[src/rtl/random_sampler_pkg.sv]
// Shared types and defaults for the random_sampler block.
package random_sampler_pkg;

    localparam int DEFAULT_WIDTH = 9;

    typedef enum logic [1:0] {
        PRIME = 2'd0,
        WATCH = 2'd1,
        CAND  = 2'd2
    } state_t;

endpackage

[src/rtl/random_sampler_fifo.sv]
// Synchronous first-word fall-through FIFO; caller must not push when full
// unless a pop happens in the same cycle.
module random_sampler_fifo #(
    parameter int WIDTH = 9,
    parameter int DEPTH = 4
) (
    input  logic                     clk,
    input  logic                     reset,
    input  logic                     push,
    input  logic [WIDTH-1:0]         push_data,
    input  logic                     pop,
    output logic [WIDTH-1:0]         head,
    output logic                     full,
    output logic                     empty,
    output logic [$clog2(DEPTH):0]   count
);

    localparam int PW = $clog2(DEPTH);
    localparam int CW = PW + 1;
    localparam logic [CW-1:0] FULL_CNT = CW'(DEPTH);

    logic [WIDTH-1:0] mem [DEPTH];
    logic [PW-1:0]    wr_ptr;
    logic [PW-1:0]    rd_ptr;
    logic [CW-1:0]    cnt;

    assign head  = mem[rd_ptr];
    assign full  = (cnt == FULL_CNT);
    assign empty = (cnt == '0);
    assign count = cnt;

    always_ff @(posedge clk) begin
        if (reset) begin
            wr_ptr <= '0;
            rd_ptr <= '0;
            cnt    <= '0;
            for (int unsigned i = 0; i < DEPTH; i++) begin
                mem[i] <= '0;
            end
        end else begin
            // On full push+pop, wr_ptr equals rd_ptr: the popped slot is reused.
            if (push) begin
                mem[wr_ptr] <= push_data;
                wr_ptr      <= wr_ptr + 1'b1;
            end
            if (pop) begin
                rd_ptr <= rd_ptr + 1'b1;
            end
            if (push && !pop) begin
                cnt <= cnt + 1'b1;
            end else if (pop && !push) begin
                cnt <= cnt - 1'b1;
            end
        end
    end

endmodule

[src/rtl/random_sampler.sv]
// Captures each change of rnd_in as a range-qualified token and buffers it for
// a valid/ready consumer. Optional macro NO_REPEAT_EN drops repeats of the last push.
module random_sampler
    import random_sampler_pkg::*;
#(
    parameter int WIDTH = DEFAULT_WIDTH,
    parameter int DEPTH = 4
) (
    input  logic                     clk,
    input  logic                     reset,
    input  logic                     enable,
    input  logic [WIDTH-1:0]         rnd_in,
    input  logic [WIDTH-1:0]         limit,
    output logic                     out_valid,
    input  logic                     out_ready,
    output logic [WIDTH-1:0]         out_data,
    output logic [$clog2(DEPTH):0]   count,
    output logic                     overflow,
    input  logic                     clr_ovf
);

    state_t           state;
    state_t           state_next;
    logic [WIDTH-1:0] prev_in;
    logic [WIDTH-1:0] cand;
    logic             cand_ok;
    logic             fifo_full;
    logic             fifo_empty;
    logic             pop;
    logic             push;
    logic             drop_full;

    always_comb begin
        state_next = state;
        case (state)
            PRIME:   state_next = WATCH;
            WATCH:   if (enable && rnd_in != prev_in) state_next = CAND;
            CAND:    state_next = WATCH;
            default: state_next = PRIME;
        endcase
    end

`ifdef NO_REPEAT_EN
    logic [WIDTH-1:0] last_pushed;
    logic             last_valid;
    logic             repeat_hit;

    assign repeat_hit = last_valid && (cand == last_pushed);

    always_ff @(posedge clk) begin
        if (reset) begin
            last_pushed <= '0;
            last_valid  <= 1'b0;
        end else if (push) begin
            last_pushed <= cand;
            last_valid  <= 1'b1;
        end
    end
`else
    logic repeat_hit;
    assign repeat_hit = 1'b0;
`endif

    always_comb begin
        cand_ok   = (state == CAND) && !((limit != '0) && (cand >= limit)) && !repeat_hit;
        pop       = out_valid && out_ready;
        push      = cand_ok && (!fifo_full || pop);
        drop_full = cand_ok && fifo_full && !pop;
    end

    always_ff @(posedge clk) begin
        if (reset) begin
            state    <= PRIME;
            prev_in  <= '0;
            cand     <= '0;
            overflow <= 1'b0;
        end else begin
            state <= state_next;
            // Holding prev_in during CAND lets WATCH catch a change that arrived meanwhile.
            if (state != CAND) begin
                prev_in <= rnd_in;
            end
            if (state == WATCH && enable && rnd_in != prev_in) begin
                cand <= rnd_in;
            end
            if (clr_ovf) begin
                overflow <= 1'b0;
            end else if (drop_full) begin
                overflow <= 1'b1;
            end
        end
    end

    random_sampler_fifo #(
        .WIDTH (WIDTH),
        .DEPTH (DEPTH)
    ) u_fifo (
        .clk       (clk),
        .reset     (reset),
        .push      (push),
        .push_data (cand),
        .pop       (pop),
        .head      (out_data),
        .full      (fifo_full),
        .empty     (fifo_empty),
        .count     (count)
    );

    assign out_valid = !fifo_empty;

endmodule

[config.mk]
export PLATFORM = sky130hd
export DESIGN_NAME = random_sampler
export DESIGN_NICKNAME = d
export VERILOG_FILES = /design/src/rtl/random_sampler_pkg.sv /design/src/rtl/random_sampler_fifo.sv /design/src/rtl/random_sampler.sv
export SDC_FILE = /design/constraint.sdc
export NUM_CORES = 1
export LEC_CHECK = 0
export BUFFER_PORTS_ARGS = -buffer_cell sky130_fd_sc_hd__buf_2
export CORE_AREA = 2 2 87 89
export CTS_BUF_LIST = sky130_fd_sc_hd__clkbuf_8
export CTS_CLUSTER_SIZE = 10
export DETAILED_ROUTE_END_ITERATION = 16
export DIE_AREA = 0 0 89 91
export GPL_ROUTABILITY_DRIVEN = 0
export GPL_TIMING_DRIVEN = 0
export PLACE_DENSITY = 0.6
export SYNTH_ARGS = -nofsm -noshare
export SYNTH_HDL_FRONTEND = slang
export SYNTH_SLANG_ARGS = --single-unit
[constraint.sdc]
create_clock -name clk -period 3 [get_ports clk]
set_input_delay 0.15 -clock clk [delete_from_list [all_inputs] [get_ports clk]]
set_output_delay 0.15 -clock clk [all_outputs]
set_load 0.02 [all_outputs]
==> run summary, run 1 <==
status: complete, no violations
period utilization: 0.924
Total Power: 0.00224 W
initial antenna violation count: 0
met2 wire length: 3230 um
EDFF count, synth: 36
Clk Latency, worst-skew pair: 340 ps
Worst path slowest cell: a211oi_4
Crit path buffers/inverters: 2
Max Root-Sink Buffers: 2
RSZ-0062 raised after global routing: no
CP max FO: 5
Worst Hold Class: in -> reg
CTS clk-pin slew, worst paths: 70 ps
vias in the first global route: 2145
root buf cell: clkbuf_8
DIE WIDTH: 89 um
endpoint arrival time on the critical path: 3040 ps
final count of negative-setup-slack endpoints: 0
Synth Area in Adders: 0.0474
I/O Pins: 37
worst-margin pin slew: 974 ps
Req. time, crit path: 3270 ps
post-route ant nets: 0
slew margin rel.: 0.347
number of synthesized register bits: 66
Slew Limit Fails: 0
Pre-antenna DRT Iters: 4
register area share after synthesis: 0.550
Startpoint Class: flop
floorplan row count: 31
Power per Cell Area: 627 nW/um^2
H-tree depth: 3
combinational family with the most area after synthesis: simple AND/OR/NAND/NOR gates
Crit Path Category: reg -> reg
slowest cell delay on critical path: 400 ps
max_cap viols: 0
largest net degree at the start of global routing: 12
Final Non-Filler Cells: 431
vias: 2137
Max Fclk: 361 MHz
Area Overhead vs Synth: 16.8%
die area: 8100 um^2
fin nets: 361
GR Overflow Total: 0
first-pass GRT wire length: 10600 um
Final Hold Fails: 0
multiplexer share of the synthesized area: 0.0781
VDD IR max: 307 uV
wire length on met3: 223 um
asr flop ratio synth: 0
share of cells above drive strength 1: 0.235
PostCTS Resize Cnt: 0
critical path cell sequence: ha_1, a21oi_1, o21ai_1, a211oi_4, o21ai_4, inv_4, ha_1, inv_1, fa_1, xor2_1, or3_1, a21oi_1
TritonCTS Buffers: 9
crit-path leading delay family: compound AO/OA/AOI/OAI gates
Lkg Pwr: 1.40 nW
Primary FF master, synth: edfxtp_1
routed wire length: 6450 um
Via-to-Cell Ratio: 4.96
GRT Total Usage: 0.176
# placed instances: 414
Starting Density: 0.429
design area: 3570 um^2
Post-Synth Simple-Gate Area: 0.164
Core Box Area: 7140 um^2
Yosys Warn Count: 0
Metal-1 WL: 2870 um
placed cell area: 3380 um^2
1st-iter DRT viols: 106
xor and xnor area share after synthesis: 0.0372
Synth Cell Area: 3060 um^2
DIE HEIGHT: 91 um
top sig layer: met4
ant diodes: 0
CP Capture Type: flop
synthesized instance count: 278
Synth Area in Compound Gates: 0.0826
Fillers: 685
syn nets: 312
min cycle time layout: 2770 ps
CTS tree: done
count of cell types in the netlist: 43
skew final: 7.85 ps
IO Port Bufs: 36
Mean Syn Cell Area: 11.0 um^2
DP HPWL: 4680 um
Sink Count: 66
post-DR wirelength/cell: 15.0 um
drt drc: 0
Hold Slack: 71.2 ps
## final cells by class
cell class,instances,area (um^2),share of cell area
Sequential cell,66,1680,0.471
Tap cell,99,124,0.0347
Inverter,15,58.8,0.0165
Timing Repair Buffer,38,198,0.0553
Clock inverter,7,62.6,0.0175
Buffer,14,66.3,0.0186
Multi-Input combinational cell,183,1260,0.352
Clock buffer,9,124,0.0347
## cells by family after synthesis
kind of cell             Yosys count
AND/OR/NAND/NOR                  109
AO/OA/AOI/OAI                     38
multiplexers                      12
XOR/XNOR                          13
adder cells (fa/ha/maj)           11
buffers and inverters             29
flip-flops                        66
## cells in the final DEF (no fill, tap or decap), types with 2 or more instances in the layout
cell        count
xor2_1         13
o21ai_1         2
mux4_2          9
clkinv_2        2
a21oi_1        14
edfxtp_1       36
dfxtp_1        30
nor2b_1         2
clkbuf_1        7
a211oi_1        2
nor2_1         40
nor3_1          2
buf_2          40
ha_1           10
nand2_1        34
o21ai_0        12
clkbuf_8        9
inv_1          16
nand3_1        10
clkinvlp_4      2
or3_1           2
nor4_1         10
## stage by stage
stage,util,worst slack [ps],TNS [ps]
after detailed placement,0.473,235,0
after CTS,0.501,202,0
after floorplan,-,393,0
final,0.501,229,0
after global routing,0.501,33.7,0
after global placement,0.471,-202,-3460
## Yosys cell counts, types with 2 or more instances
| cell | n | share of area |
|---|---|---|
| a211oi_1 | 2 | 0.0049 |
| a21oi_1 | 14 | 0.023 |
| buf_2 | 4 | 0.0065 |
| clkbuf_1 | 7 | 0.0086 |
| dfxtp_1 | 30 | 0.20 |
| edfxtp_1 | 36 | 0.35 |
| ha_1 | 10 | 0.041 |
| inv_1 | 14 | 0.017 |
| mux4_2 | 9 | 0.066 |
| nand2_1 | 34 | 0.042 |
| nand3_1 | 10 | 0.016 |
| nor2_1 | 40 | 0.049 |
| nor2b_1 | 2 | 0.0041 |
| nor3_1 | 2 | 0.0033 |
| nor4_1 | 10 | 0.020 |
| o21ai_0 | 12 | 0.020 |
| o21ai_1 | 2 | 0.0033 |
| o31ai_1 | 2 | 0.0049 |
| or3_1 | 2 | 0.0041 |
| xor2_1 | 13 | 0.037 |
## tightest hold or removal path: stages
cell and delay [ps]:
buf_2 110, nand3_1 60, o21ai_0 60
## final timing paths
| check | slack [ps] | from | cells past startpoint | endpoint |
|---|---|---|---|---|
| setup / recovery | 230 | cand[8] | 12 | u_fifo.count[2] |
| hold / removal | 70 | rnd_in[4] | 3 | cand[4] |
| setup reg to reg | 230 | cand[8] | 12 | u_fifo.count[2] |
| hold reg to reg | 460 | overflow | 2 | overflow |
## repair_timing
| item | in CTS | in global routing |
|---|---|---|
| setup buffers | 0 | 0 |
| hold buffers | 1 | 0 |
| setup endpoints to repair | 0 | 0 |
| hold endpoints to repair | 1 | 0 |
## routing by layer
layer | up-vias | GRT usage
li1 | 1083 | -
met1 | 1009 | 0.224
met2 | 35 | 0.292
met3 | 10 | 0.0282
met4 | 0 | 0.0746
met5 | - | 0
## power breakdown
| group | internal (W) | switching [W] |
|---|---|---|
| sequential | 0.00101 | 0.0000392 |
| combinational | 0.000198 | 0.000270 |
| clock | 0.000375 | 0.000344 |
## state kept, by name, summed over array words and instances, names as in the netlist, named ones only
| register | count |
|---|---|
| prev_in | 9 |
| u_fifo.count | 3 |
| cand | 9 |
| u_fifo.wr_ptr | 2 |
| u_fifo.mem | 36 |
| overflow | 1 |
| u_fifo.rd_ptr | 2 |
| state | 2 |
Power figures use the tool's default switching activity.
==> run 2, diff against run 1 <==
- BUFFER_PORTS_ARGS: -buffer_cell sky130_fd_sc_hd__buf_2 -> -buffer_cell sky130_fd_sc_hd__buf_4
==> run 2 against run 1 <==
Via count is 1.4% higher; clock skew decreased by 1.1 ps; global-route usage down 0.15 points; largest power group unchanged; utilization increased by 1.9 points; non-clock buffer count is 1 lower; power grew 8.4%; sequential power about the same; register-to-register slack is essentially flat; critical path type unchanged; maximum frequency up 0.36%.
==> run summary, run 2 (same netlist as run 1, synthesis figures left out) <==
CP max FO: 5 (unchanged)
Pre-antenna DRT Iters: 4 (unchanged)
Final Hold Fails: 0 (unchanged)
crit-path leading delay family: compound AO/OA/AOI/OAI gates
slew margin rel.: 0.331 (-0.0161)
largest net degree at the start of global routing: 12 (unchanged)
fin nets: 360 (-0.28%)
commonest non-fill, non-tap cell in the layout: nor2_1
Clock power frac: 0.358 (+0.037)
period utilization: 0.920 (-0.00331)
DIE HEIGHT: 91 um (unchanged)
max FFs per register: 36 (unchanged)
internal power: 0.00179 W (+13%)
root buf cell: clkbuf_8
Final Non-Filler Cells: 430 (-0.23%)
Startpoint Class: flop
vias in the first global route: 2203 (+2.7%)
I/O Pins: 37 (unchanged)
routed wire length: 6420 um (-0.36%)
Worst Hold Class: in -> reg
skew final: 6.78 ps (-1.07 ps)
GRT Total Usage: 0.174 (-0.00153)
worst-margin pin slew: 998 ps (+24.0 ps)
Fillers: 691 (+0.88%)
post-route ant nets: 0 (unchanged)
ant diodes: 0 (unchanged)
Via-to-Cell Ratio: 5.04 (+1.6%)
floorplan row count: 31 (unchanged)
Multi-input gate area: 1260 um^2 (+0.40%)
max_cap viols: 0 (unchanged)
PostCTS Resize Cnt: 0 (unchanged)
Power per Cell Area: 654 nW/um^2 (+4.4%)
post-DR wirelength/cell: 14.9 um (-0.13%)
placed cell area: 3460 um^2 (+2.6%)
commonest non-fill, non-tap cells in the layout: nor2_1 (40), buf_4 (36), edfxtp_1 (36)
DIE WIDTH: 89 um (unchanged)
Core Box Area: 7140 um^2 (unchanged)
Total Power: 0.00243 W (+8.4%)
slowest cell delay on critical path: 410 ps (about the same)
1st-iter DRT viols: 131 (+24%)
Seq. cell area: 1680 um^2 (unchanged)
TritonCTS Buffers: 9 (unchanged)
Crit Path Category: reg -> reg
CP Capture Type: flop
RSZ-0062 raised after global routing: no
GR Overflow Total: 0 (unchanged)
final count of negative-setup-slack endpoints: 0 (unchanged)
status: complete, no violations
H-tree depth: 3 (unchanged)
initial antenna violation count: 0 (unchanged)
r2r setup slk: 240 ps (about the same)
share of cells above drive strength 1: 0.242 (+0.00675)
biggest regs: u_fifo.mem (36), cand (9), prev_in (9)
Sink Count: 66 (unchanged)
critical path cell sequence: ha_1, a21oi_1, o21ai_1, a211oi_4, o21ai_4, inv_4, ha_1, inv_1, fa_1, xor2_1, or3_1, a21oi_1
Max Fclk: 362 MHz (+0.36%)
vias: 2166 (+1.4%)
part of the power in combinational logic: 0.208 (about the same)
Starting Density: 0.429 (unchanged)
Sw Share: 0.265 (-0.0269)
CTS tree: done
Slew Limit Fails: 0 (unchanged)
Lkg Pwr: 1.44 nW (+3.1%)
min cycle time layout: 2760 ps (-9.92 ps)
CTS clk-pin slew, worst paths: 70 ps (about the same)
endpoint arrival time on the critical path: 3030 ps (about the same)
# placed instances: 413 (-0.24%)
design area: 3710 um^2 (+3.9%)
register share of total power: 0.434 (-0.036)
IO Port Bufs: 36 (unchanged)
Area Overhead vs Synth: 21.3%
VDD IR max: 249 uV (-19%)
Clk Latency, worst-skew pair: 340 ps (about the same)
first-pass GRT wire length: 10500 um (-0.72%)
die area: 8100 um^2 (unchanged)
Req. time, crit path: 3270 ps (about the same)
Crit path buffers/inverters: 2 (unchanged)
drt drc: 0 (unchanged)
DP HPWL: 4600 um (-1.8%)
sw power: 0.000643 W (-1.6%)
Worst path slowest cell: a211oi_4
Largest Register: u_fifo.mem
Max Root-Sink Buffers: 2 (unchanged)
run 2: cell count changes in the layout (fill, tap and decap cells not counted), sizes merged:
cell      delta
clkbuf       +3
bufinv       +1
buf          -1
clkinvlp     -1
inv          -2
clkinv       -1
run 2: power by group through the flow:
stage | Clock (W) | Sequential, W | Combinational [W]
2_1_floorplan | 0 | 0.00108 | 0.000327
3_3_place_gp | 0 | 0.00107 | 0.000507
3_5_place_dp | 0 | 0.00107 | 0.000511
4_1_cts | 0.000887 | 0.00105 | 0.000515
5_1_grt | 0.000926 | 0.00106 | 0.000555
6_report | 0.000870 | 0.00105 | 0.000505
run 2: final cells by class:
type                            instances  share of cell area
Buffer                                 14              0.0179
Clock buffer                           12              0.0445
Clock inverter                          4              0.0196
Inverter                               15              0.0158
Multi-Input combinational cell        183               0.340
Sequential cell                        66               0.453
Tap cell                               99              0.0334
Timing Repair Buffer                   37              0.0755
run 2: layer usage:
layer / track usage / vias up / part of all wire / wire (um)
met2: 0.294 / 47 / 0.51 / 3260
met3: 0.0300 / 9 / 0.041 / 261
li1: - / 1084 / - / -
met1: 0.216 / 1026 / 0.43 / 2780
met5: 0 / - / 0 / 0
met4: 0.0746 / 0 / 0.019 / 120
run 2: final timing paths:
check	start	to	cells after the start
worst min register to register	overflow	overflow	2
worst min-delay path	rnd_in[3]	cand[3]	3
worst max-delay path	cand[8]	u_fifo.count[2]	12
worst max register to register	cand[8]	u_fifo.count[2]	12
run 2: repair_timing:
action | 4_1_cts | 5_1_grt
hold endpoints to repair | 1 | 0
buffers inserted | 0 | 0
hold buffers | 1 | 0
run 2: worst min-delay path: stages:
cell,delay (ps)
buf_4,100
nand3_1,50
o21ai_0,60
run 2: stage by stage:
| step | utilization | TNS [ps] | setup WS [ps] | hold WS (ps) |
|---|---|---|---|---|
| final | 0.520 | 0 | 239 | 52.1 |
| after global routing | 0.520 | 0 | 70.2 | 66.1 |
| after CTS | 0.520 | 0 | 227 | 45.9 |
| after detailed placement | 0.485 | 0 | 229 | 324 |
| after global placement | 0.484 | -3850 | -219 | 319 |
| after floorplan | - | 0 | 393 | 228 |
